[src/rtl/ssd_scan_ctrl.sv]
// rtl/ssd_scan_ctrl.sv - sample-to-digit converter and 4-digit SSD scan multiplexer
// Hex digits are committed directly; decimal runs a 10-step sequential double-dabble.
module ssd_scan_ctrl #(
    parameter int REFRESH_DIV = 100000,
    parameter int SAT_LIMIT   = 999
) (
    input  logic        CLK,
    input  logic        RST_N,
    input  logic [15:0] data_in,
    input  logic        mode_in,
    input  logic        load,
    output logic        load_ready,
    output logic        done,
    output logic [3:0]  num_out,
    output logic [1:0]  control,
    output logic        display_sel,
    output logic [3:0]  anode
);

    localparam int              CNT_W   = $clog2(REFRESH_DIV);
    localparam logic [CNT_W-1:0] CNT_MAX = CNT_W'(REFRESH_DIV - 1);
    localparam logic [15:0]      SAT16   = 16'(SAT_LIMIT);

    typedef enum logic [1:0] {
        IDLE   = 2'd0,
        CONV   = 2'd1,
        COMMIT = 2'd2
    } state_t;

    state_t            state_q, state_d;
    logic [15:0]       data_q, data_d;
    logic              mode_q, mode_d;
    logic [21:0]       shift_q, shift_d;
    logic [3:0]        bit_cnt_q, bit_cnt_d;
    logic              busy_q, busy_d;
    logic              done_q, done_d;
    logic [3:0]        dig0_q, dig0_d, dig1_q, dig1_d, dig2_q, dig2_d, dig3_q, dig3_d;
    logic              sel_q, sel_d;
    logic [CNT_W-1:0]  cnt_q, cnt_d;
    logic [1:0]        control_q, control_d;
    logic [3:0]        anode_q, anode_d;

    logic [15:0]       abs_in;
    logic [9:0]        mag_in;
    logic [21:0]       dd_adj;

    // Magnitude is clamped on capture; 16'h8000 negates to itself and still exceeds the limit.
    always_comb begin
        abs_in = data_in[15] ? (~data_in + 16'd1) : data_in;
        mag_in = (abs_in > SAT16) ? SAT16[9:0] : abs_in[9:0];
    end

    // shift_q = {hundreds, tens, ones, binary}; add-3 correction precedes each shift.
    always_comb begin
        dd_adj = shift_q;
        if (dd_adj[13:10] >= 4'd5) dd_adj[13:10] = dd_adj[13:10] + 4'd3;
        if (dd_adj[17:14] >= 4'd5) dd_adj[17:14] = dd_adj[17:14] + 4'd3;
        if (dd_adj[21:18] >= 4'd5) dd_adj[21:18] = dd_adj[21:18] + 4'd3;
    end

    always_comb begin
        state_d   = state_q;
        data_d    = data_q;
        mode_d    = mode_q;
        shift_d   = shift_q;
        bit_cnt_d = bit_cnt_q;
        busy_d    = busy_q;
        done_d    = 1'b0;
        dig0_d    = dig0_q;
        dig1_d    = dig1_q;
        dig2_d    = dig2_q;
        dig3_d    = dig3_q;
        sel_d     = sel_q;
        case (state_q)
            IDLE: begin
                if (load) begin
                    data_d    = data_in;
                    mode_d    = mode_in;
                    busy_d    = 1'b1;
                    shift_d   = {12'd0, mag_in};
                    bit_cnt_d = 4'd0;
                    state_d   = mode_in ? CONV : COMMIT;
                end
            end
            CONV: begin
                shift_d   = {dd_adj[20:0], 1'b0};
                bit_cnt_d = bit_cnt_q + 4'd1;
                if (bit_cnt_q == 4'd9) state_d = COMMIT;
            end
            COMMIT: begin
                if (mode_q) begin
                    dig0_d = shift_q[13:10];
                    dig1_d = shift_q[17:14];
                    dig2_d = shift_q[21:18];
                    dig3_d = data_q[15] ? 4'hF : 4'hA;
                end else begin
                    dig0_d = data_q[3:0];
                    dig1_d = data_q[7:4];
                    dig2_d = data_q[11:8];
                    dig3_d = data_q[15:12];
                end
                sel_d   = mode_q;
                done_d  = 1'b1;
                busy_d  = 1'b0;
                state_d = IDLE;
            end
            default: state_d = IDLE;
        endcase
    end

    // Scan runs free of the FSM so the display never stalls during a conversion.
    always_comb begin
        cnt_d     = cnt_q + 1'b1;
        control_d = control_q;
        if (cnt_q == CNT_MAX) begin
            cnt_d     = '0;
            control_d = control_q + 2'd1;
        end
        anode_d = ~(4'b0001 << control_d);
    end

    always_ff @(posedge CLK or negedge RST_N) begin
        if (!RST_N) begin
            state_q   <= IDLE;
            data_q    <= 16'd0;
            mode_q    <= 1'b0;
            shift_q   <= 22'd0;
            bit_cnt_q <= 4'd0;
            busy_q    <= 1'b0;
            done_q    <= 1'b0;
            dig0_q    <= 4'h0;
            dig1_q    <= 4'h0;
            dig2_q    <= 4'h0;
            dig3_q    <= 4'hA;
            sel_q     <= 1'b1;
            cnt_q     <= '0;
            control_q <= 2'd0;
            anode_q   <= 4'b1110;
        end else begin
            state_q   <= state_d;
            data_q    <= data_d;
            mode_q    <= mode_d;
            shift_q   <= shift_d;
            bit_cnt_q <= bit_cnt_d;
            busy_q    <= busy_d;
            done_q    <= done_d;
            dig0_q    <= dig0_d;
            dig1_q    <= dig1_d;
            dig2_q    <= dig2_d;
            dig3_q    <= dig3_d;
            sel_q     <= sel_d;
            cnt_q     <= cnt_d;
            control_q <= control_d;
            anode_q   <= anode_d;
        end
    end

    always_comb begin
        case (control_q)
            2'd0:    num_out = dig0_q;
            2'd1:    num_out = dig1_q;
            2'd2:    num_out = dig2_q;
            default: num_out = dig3_q;
        endcase
    end

    assign load_ready  = ~busy_q;
    assign done        = done_q;
    assign control     = control_q;
    assign display_sel = sel_q;
    assign anode       = anode_q;

endmodule
[config.mk]
export PLATFORM = sky130hd
export DESIGN_NAME = ssd_scan_ctrl
export DESIGN_NICKNAME = d
export VERILOG_FILES = /design/src/rtl/ssd_scan_ctrl.sv
export SDC_FILE = /design/constraint.sdc
export NUM_CORES = 1
export LEC_CHECK = 0
export BUFFER_PORTS_ARGS = -buffer_cell sky130_fd_sc_hd__buf_2
export CAP_MARGIN = 10
export CORE_MARGIN = 2
export CORE_UTILIZATION = 55
export DETAILED_ROUTE_END_ITERATION = 6
export PLACE_DENSITY = 0.85
export SLEW_MARGIN = 20
export SYNTH_ARGS = -nofsm -noshare
export SYNTH_HDL_FRONTEND = slang
export SYNTH_SLANG_ARGS = --single-unit
[constraint.sdc]
create_clock -name CLK -period 5.32 [get_ports CLK]
set_clock_uncertainty 0.15 [all_clocks]
set_input_delay 0 -clock CLK [delete_from_list [all_inputs] [get_ports CLK]]
set_output_delay 0 -clock CLK [all_outputs]
set_load 0.005 [all_outputs]
== Word level (Yosys, flattened, before mapping) ==
Cells that the tools add are included.

* Bits of input ports: 20
* Output and inout port bits: 13
* Word-level logic and storage cells: 70
* Register bits after elaboration: 87

* Bitwise operators: 3
* Add/subtract/negate cells: 7
* Reductions and logical operators: 8
* Order comparisons: 4
* Equality and inequality tests: 8
* Shift-type cells: 1
* Multiplexer cells: 24

{| class="wikitable"
|+ Operators with widths
! operator !! number
|-
| case mux 22 bit (2 select lines) || 1
|-
| two-way mux 4 bit || 7
|-
| two-way mux 22 bit || 1
|-
| adder 17 x 1 -> 17 bit (second input constant) || 1
|-
| equality test 17 bit (second input constant) || 1
|-
| two-way mux 17 bit || 1
|-
| adder 16 x 1 -> 16 bit (second input constant) || 1
|-
| greater-than comparator 16 x 10 -> 1 bit (second input constant) || 1
|-
| two-way mux 16 bit || 1
|-
| NOT 16 bit || 1
|-
| >= comparator 4 x 3 -> 1 bit (second input constant) || 3
|-
| case mux 4 bit (3 select lines) || 1
|-
| two-way mux 10 bit || 1
|-
| adder 4 x 2 -> 4 bit (second input constant) || 2
|-
| two-way mux 2 bit || 4
|-
| case mux 4 bit (2 select lines) || 1
|-
| AND reduction 2 bit || 4
|-
| two-way mux 3 bit || 2
|-
| adder 4 x 1 -> 4 bit (second input constant) || 1
|-
| equality test 2 x 1 -> 1 bit (second input constant) || 2
|-
| equality test 2 bit (second input constant) || 2
|-
| equality test 4 bit (second input constant) || 1
|-
| zero test 2 bit || 2
|-
| != test 2 bit (second input constant) || 2
|-
| other kinds (9) || 11
|}

== Logic depth before layout (Yosys ltp) ==
Gate-level depths: netlist of run 1.

* Depth in word-level cells: 7
* Gate-level depth with buffers: 9
* Depth with buffers taken out: 8

== Worst setup path before layout of run 1 ==
OpenSTA, ideal clock, no wires.

* Path type: in2reg
* From: in data_in[4]
* To: reg shift_q[0]
* Data required time: 5.093 ns
* Cell stages on the path: 8
* Data arrival time: 2.047 ns
* Library setup time: 0.077 ns
* Path buffers: 2
* Setup slack: 3.045 ns
* Cell sequence: clkbuf_1 > or4_1 > clkbuf_2 > o41ai_1 > xor2_1 > or4_4 > and4b_1 > o21ai_1

* Cells in the longest elaborated chain, start to end: 7

{| class="wikitable"
|+ Ends and longest elaborated chain
! element !! RTL line !! source
|-
| start: declaration || 9 || <nowiki>input logic [15:0] data_in,</nowiki>
|-
| NOT 16 bit || 49 || <nowiki>abs_in = data_in[15] ? (~data_in + 16'd1) : data_in;</nowiki>
|-
| adder 16 x 1 -> 16 bit || 49 ||
|-
| two-way mux 16 bit (*) || 49 ||
|-
| greater-than comparator 16 x 10 -> 1 bit (*) || 50 || <nowiki>mag_in = (abs_in > SAT16) ? SAT16[9:0] : abs_in[9:0];</nowiki>
|-
| two-way mux 10 bit (*) || 50 ||
|-
| two-way mux 22 bit (*) || 76 || <nowiki>if (load) begin</nowiki>
|-
| case mux 22 bit (2 select lines) (*) || 74 || <nowiki>case (state_q)</nowiki>
|-
| end signal: assignment || 143 || <nowiki>shift_q <= shift_d;</nowiki>
|-
| end: declaration || 33 || <nowiki>logic [21:0] shift_q, shift_d;</nowiki>
|}

Every way passes the cells marked *; elsewhere a longest branch is shown, timed or not. The select of a mux whose other input is x is not followed.
A chain may end at the register's enable or synchronous reset.

== Worst setup path after layout of run 1 ==
* From: in data_in[6]
* To: reg shift_q[1]

The elaborated chain is that of the path after synthesis.

==> impl_metrics.py, run 1 <==
metrics = {
    "clocking": {
        "post_cts_resized": 0,
        "clk_root_buffer_cell": "sky130_fd_sc_hd__clkbuf_8",
        "clk_pin_slew_ns": 0.09,
        "ctsHtreeMaxLevel": 3,
        "tritoncts": "done",
        "cts-buffers-inserted": 9,
        "cts_setup_buffers": 0,
        "clk_latency_ns": 0.35,
        "cts-root-to-sink-buffers": 2,
        "cts_sinks": 87,
    },
    "placed_design": {
        "port_buffers": 32,
        "hpwlAfterDp_mm": 6.37,
        "place.gp.congestion": 0.843,
        "numPlacedInstances": 563,
    },
    "timing": {
        "hold-worst-slack_ns": 0.0805,
        "worst_pin_slew_ns": 1.02,
        "setup_viol_count_final": 0,
        "timing.setup.tns_ns": 0,
        "max_freq_ghz": 0.367,
        "final.period_utilization_pct": 51.2,
        "hold_violation_count_in_the_final_report": 0,
        "slew_headroom_pct": 31.9,
        "total_count_of_max_transition_violations_in_the_final_report": 0,
        "rsz_0062_raised_after_global_routing": "false",
        "fin_crit_ns": 2.72,
    },
    "global_route": {
        "grt_start_max_net_pins": 88,
        "grt_overflow_total": 0,
        "vias_in_the_first_global_route": 3423,
        "grtUsageTotal_pct": 23.2,
        "grt_first_pass_wirelength_mm": 15.9,
        "antenna_violations_before_repair": 0,
    },
    "logic_synthesis": {
        "synth_seq_cells": 87,
        "post_synth_fa_ha_maj_area_fraction_pct": 4.00,
        "syn-instance-count": 452,
        "count_of_flip_flops_with_a_built_in_enable_after_synthesis": 0,
        "post_synth.cell_area_avg_um2": 9.69,
        "synth-simple-area-share_pct": 16.6,
        "yosysWarnings": 0,
        "postSynth.asyncResetShare_pct": 100,
        "muxShareOfSynthArea_pct": 4.60,
        "postSynth.topFlopCell": "sky130_fd_sc_hd__dfrtp_1",
        "synth_xor_area_share_pct": 5.80,
        "synth.cell_area_um2": 4380,
        "synth_sequential_area_ratio_pct": 49.9,
        "synth-compound-area-share_pct": 15.0,
        "synth_cell_type_count": 53,
        "synth_fp_nets": 486,
        "dominant_combinational_cell_family_by_area_after_synthesis": "simple AND/OR/NAND/NOR gates",
    },
    "finish": {
        "layout.cells.most_common_list": "81 x sky130_fd_sc_hd__dfrtp_1, 67 x sky130_fd_sc_hd__nand2_1, 39 x sky130_fd_sc_hd__o21ai_0",
        "antenna_cells_inserted": 0,
        "layout.cells.most_common": "sky130_fd_sc_hd__dfrtp_1",
        "areaGrowthSynthToFinish_pct": 13.3,
        "finish.cell_count_without_fillers": 597,
        "end_of_flow_core_utilization_pct": 64.2,
        "drive_gt1_share_pct": 11.5,
        "nNetsFinal": 524,
        "fillCellCount": 590,
    },
    "critical_path": {
        "largest_driver_fanout_on_the_critical_path": 8,
        "kind_of_capture_point_of_the_worst_setup_path": "flop",
        "r2r_cells": 6,
        "critical_path_required_ns": 5.39,
        "regToRegStartpoint": "cnt_q[0]$_DFF_PN0_",
        "worst_r2r_endpoint": "anode[3]$_DFF_PN1_",
        "setup.reg_to_reg.worst_slack_ns": 2.99,
        "cp-start-kind": "input pin",
        "timing.setup.critical_path_class": "input pin to flop",
        "worst-endpoint-arrival_ns": 2.80,
    },
    "power": {
        "vdd_ir_drop_max_v": 0.000170,
        "p_leak_nw": 2.22,
        "pwr_density_cell_nw_per_um2": 411,
        "power_total_mw": 2.04,
    },
    "job": {
        "max_cap_viol_count": 0,
    },
    "floorplan": {
        "die_h_um": 93.2,
        "rows": 32,
        "start_util_pct": 56.7,
        "die-area_um2": 8690,
        "i_o_pin_count": 33,
        "die_width_um": 93.2,
        "core_area_um2": 7730,
    },
    "drt": {
        "drt-initial-drc-count": 257,
        "post-route-drc-count": 0,
        "routed_wire_length_per_instance_um": 15.8,
        "post_drt_via_cell_ratio": 5.76,
        "wirelength_mm": 9.45,
        "num_vias": 3440,
        "route.antenna.remaining_nets": 0,
        "drt_pass1_iterations": 5,
    },
    "status": {
        "run_status": "complete, no violations",
    },
    "min_path": {
        "timing.hold.worst.start": "load",
        "holdPathEnd": "data_q[12]$_DFFE_PN0P_",
        "number_of_cells_traversed_by_the_worst_hold_path": 4,
        "hp-class": "input pin to flop",
    },
}
## repair_timing
| item | in CTS | in global routing |
|---|---|---|
| hold buffers | 18 | 0 |
| endpoints found under the setup margin | 0 | 0 |
| hold endpoints to repair | 108 | 0 |
## Yosys cell counts (11+ instances only)
cell type / n / area, um^2
sky130_fd_sc_hd__a21oi_1: 17 / 85.1
sky130_fd_sc_hd__clkbuf_1: 20 / 75.1
sky130_fd_sc_hd__dfrtp_1: 81 / 2030
sky130_fd_sc_hd__ha_1: 14 / 175
sky130_fd_sc_hd__inv_1: 23 / 86.3
sky130_fd_sc_hd__mux2i_1: 19 / 190
sky130_fd_sc_hd__nand2_1: 67 / 251
sky130_fd_sc_hd__nand3_1: 15 / 75.1
sky130_fd_sc_hd__nor2_1: 22 / 82.6
sky130_fd_sc_hd__o21ai_0: 39 / 195
sky130_fd_sc_hd__o22ai_1: 11 / 68.8
sky130_fd_sc_hd__xnor2_1: 16 / 140
sky130_fd_sc_hd__xor2_1: 13 / 114
## registers in the layout, indices dropped and copies added (netlist names), 2 cells and up
signal and flops:
state_q 2, dig2_q 4, bit_cnt_q 4, control 2, dig3_q 4, data_q 16
dig1_q 4, anode 4, cnt_q 17, dig0_q 4, shift_q 22
## cell type report
class / count / area [um^2] / share of cell area [%]
well taps: 102 / 128 / 2.57
flip-flops and latches: 87 / 2180 / 44.0
clock inverters: 6 / 67.6 / 1.36
repair buffers: 50 / 347 / 6.99
clock buffers: 10 / 128 / 2.57
inverters: 23 / 86.3 / 1.74
multi-input cells: 319 / 2020 / 40.7
## worst max path at each step
stage                from                endpoint  slack (ns)  depth (start not counted)
2_1_floorplan  data_in[4]  shift_q[0]$_DFFE_PN0P_        3.05                          8
4_1_cts        data_in[6]  shift_q[0]$_DFFE_PN0P_        2.67                          8
3_5_place_dp   data_in[6]  shift_q[1]$_DFFE_PN0P_        2.85                          7
6_report       data_in[6]  shift_q[1]$_DFFE_PN0P_        2.60                          8
3_3_place_gp   data_in[6]  shift_q[0]$_DFFE_PN0P_        2.89                          7
5_1_grt        data_in[6]  shift_q[0]$_DFFE_PN0P_        2.47                          8
## routing by layer
layer	vias to the layer above	track usage, %	share of wire, %
li1	1673	-	-
met2	92	39.6	49
met3	18	3.38	3.4
met5	-	0	0
met4	0	7.72	1.8
met1	1657	30.6	46
## worst max-delay path, stage by stage
cell and delay, ns:
sky130_fd_sc_hd__dlygate4sd3_1 0.54, sky130_fd_sc_hd__buf_2 0.17, sky130_fd_sc_hd__or4_1 0.65, sky130_fd_sc_hd__or4_1 0.56
sky130_fd_sc_hd__a32oi_1 0.21, sky130_fd_sc_hd__o2111ai_1 0.17, sky130_fd_sc_hd__and3b_1 0.38, sky130_fd_sc_hd__a31oi_1 0.12
## cell families (layout without fill, tap and decap cells)
kind of cell / after synthesis / in the layout
and+or+nand+nor: 152 / 152
xor gates and xnor gates: 29 / 29
AOI/OAI and AO/OA: 104 / 104
buffers and inverters: 46 / 89
DFF: 87 / 87
adders and majority gates: 14 / 14
muxes: 20 / 20
## power breakdown
group / total (mW) / switching [mW] / internal, mW / leakage, nW
registers: 1.01 / 0.157 / 0.849 / 1.09
logic: 0.575 / 0.342 / 0.233 / 1.04
clock network: 0.456 / 0.236 / 0.220 / 0.0933
## per-stage QoR
step,worst slack (ns),area (um^2)
floorplan,3.05,4380
global placement,2.89,4580
CTS,2.67,4960
finish,2.60,4960
detailed placement,2.85,4580
global route,2.47,4960
No activity file was read; power rests on OpenSTA's default activity.
==> inputs of run 2 (changes only) <==
==> constraint.sdc (replaced) <==
create_clock -name CLK -period 2.6 [get_ports CLK]
set_clock_uncertainty 0.15 [all_clocks]
set_input_delay 0 -clock CLK [delete_from_list [all_inputs] [get_ports CLK]]
set_output_delay 0 -clock CLK [all_outputs]
set_load 0.005 [all_outputs]
==> run 2 against run 1 <==
  * Routed wire length increased by 1.7%
  * Critical path type unchanged
  * Hold slack got worse by 0.0053 ns
  * Largest power group unchanged
  * Die area unchanged
  * Largest cell class unchanged
  * Sequential share of layout area fell by 0.89 points
==> impl_metrics.py, run 2 (synthesis gave the netlist of run 1 again) <==
metrics = {
    "status": {
        "run_status": "complete, no violations",
    },
    "placed_design": {
        "port_buffers": 32,
        "hpwlAfterDp_mm": 6.52,
        "place.gp.congestion": 0.839,
        "pre_cts_ws_ns": 0.114,
    },
    "finish": {
        "layout.cells.most_common_list": "81 x sky130_fd_sc_hd__dfrtp_1, 67 x sky130_fd_sc_hd__nand2_1, 39 x sky130_fd_sc_hd__o21ai_0",
        "end_of_flow_core_utilization_pct": 65.5,
        "antenna_cells_inserted": 0,
        "areaGrowthSynthToFinish_pct": 15.6,
        "max_flop_register": "shift_q",
        "flip_flop_count_of_the_largest_register_after_layout": 22,
        "drive_gt1_share_pct": 12.9,
        "layout.cells.most_common": "sky130_fd_sc_hd__dfrtp_1",
        "nNetsFinal": 531,
        "layout_top_registers": "shift_q x22, cnt_q x17, data_q x16",
    },
    "critical_path": {
        "timing.setup.critical_path_class": "input pin to flop",
        "largest_driver_fanout_on_the_critical_path": 10,
        "kind_of_capture_point_of_the_worst_setup_path": "flop",
        "critical_path_required_ns": 2.69,
        "worst-endpoint-arrival_ns": 2.54,
        "cp-start-kind": "input pin",
    },
    "global_route": {
        "grt_overflow_total": 0,
        "grtUsageTotal_pct": 23.7,
        "vias_in_the_first_global_route": 3477,
        "grt_first_pass_wirelength_mm": 16.1,
        "grt_start_max_net_pins": 88,
        "antenna_violations_before_repair": 0,
    },
    "drt": {
        "drt_pass1_iterations": 5,
        "detailroute.wirelength.met2_mm": 4.88,
        "met3_wire_len_um": 377,
        "post-route-drc-count": 0,
        "uppermost_layer_routed": "met4",
        "num_vias": 3490,
        "wirelength_met1_mm": 4.23,
        "post_drt_via_cell_ratio": 5.78,
        "wirelength_mm": 9.61,
        "route.antenna.remaining_nets": 0,
        "drt-initial-drc-count": 171,
        "routed_wire_length_per_instance_um": 15.9,
    },
    "clocking": {
        "cts_sinks": 87,
        "tritoncts": "done",
        "clk_pin_slew_ns": 0.09,
        "cts-root-to-sink-buffers": 2,
        "cts_setup_buffers": 0,
        "clk_root_buffer_cell": "sky130_fd_sc_hd__clkbuf_8",
        "clk_latency_ns": 0.36,
        "ctsHtreeMaxLevel": 3,
        "cts-buffers-inserted": 9,
    },
    "power": {
        "pwr_density_cell_nw_per_um2": 861,
        "vdd_ir_drop_max_v": 0.000477,
        "p_leak_nw": 2.29,
    },
    "floorplan": {
        "die_h_um": 93.2,
        "start_util_pct": 56.7,
        "i_o_pin_count": 33,
        "rows": 32,
        "core_area_um2": 7730,
        "die-area_um2": 8690,
        "die_width_um": 93.2,
    },
    "timing": {
        "final.period_utilization_pct": 94.2,
        "setup_viol_count_final": 0,
        "fin_crit_ns": 2.45,
        "hold_violation_count_in_the_final_report": 0,
        "hold-worst-slack_ns": 0.0752,
        "slew_headroom_pct": 43.0,
        "timing.setup.tns_ns": 0,
        "total_count_of_max_transition_violations_in_the_final_report": 0,
        "worst_pin_slew_ns": 0.856,
        "max_freq_ghz": 0.408,
        "post-route-worst-setup-slack_ns": 0.151,
        "rsz_0062_raised_after_global_routing": "false",
    },
    "min_path": {
        "hp-class": "input pin to flop",
    },
    "job": {
        "max_cap_viol_count": 0,
    },
}
==> run 2: layout make-up <==
| cell class | count | area, um^2 |
|---|---|---|
| multi-input cells | 319 | 2030 |
| clock buffers | 11 | 151 |
| fillers | 577 | 2670 |
| flip-flops and latches | 87 | 2180 |
| clock inverters | 5 | 78.8 |
| well taps | 102 | 128 |
| repair buffers | 57 | 404 |
| inverters | 23 | 86.3 |
==> run 2: final timing paths <==
check | from | endpoint | slack [ns] | cells after the start
min in group asynchronous | RST_N | dig2_q[3]$_DFFE_PN0P_ | 0.11 | 2
worst max-delay path | data_in[1] | shift_q[2]$_DFFE_PN0P_ | 0.15 | 8
max in group asynchronous | RST_N | mode_q$_DFFE_PN0P_ | 1.69 | 2
worst min-delay path | data_in[6] | shift_q[8]$_DFFE_PN0P_ | 0.08 | 4
worst min register to register | cnt_q[4]$_DFF_PN0_ | cnt_q[4]$_DFF_PN0_ | 0.33 | 1
worst max register to register | cnt_q[0]$_DFF_PN0_ | cnt_q[15]$_DFF_PN0_ | 0.61 | 6
==> run 2: stage by stage <==
step	cell area [um^2]	std cells	power, mW
2_1_floorplan	4380	452	2.83
6_report	5060	604	4.36
4_1_cts	5050	604	4.34
3_3_place_gp	4620	568	3.15
3_5_place_dp	4620	568	3.24
5_1_grt	5060	604	4.62
==> run 2: power breakdown <==
part	internal, mW	total, mW	leakage [nW]	switching [mW]
sequential	1.74	2.05	1.09	0.313
combinational	0.508	1.23	1.07	0.722
clock	0.594	1.08	0.120	0.485
==> run 2: critical path, stage by stage <==
cell and delay [ns]:
sky130_fd_sc_hd__dlygate4sd3_1 0.54, sky130_fd_sc_hd__buf_2 0.16, sky130_fd_sc_hd__or3_1 0.52, sky130_fd_sc_hd__or4_1 0.51
sky130_fd_sc_hd__a32oi_1 0.21, sky130_fd_sc_hd__o2111ai_1 0.16, sky130_fd_sc_hd__and3b_2 0.34, sky130_fd_sc_hd__a31oi_1 0.10
==> run 2: what timing repair did <==
action | 4_1_cts | 5_1_grt
endpoints found under the hold margin | 112 | 0
setup endpoints to repair | 0 | 10
hold buffers | 20 | 0
resized for setup | 0 | 3
==> run 2: routing by layer <==
metal	vias up	GRT usage (%)
li1	1686	-
met1	1710	29.7
met2	83	41.4
met3	11	4.51
met4	0	7.35
met5	-	0
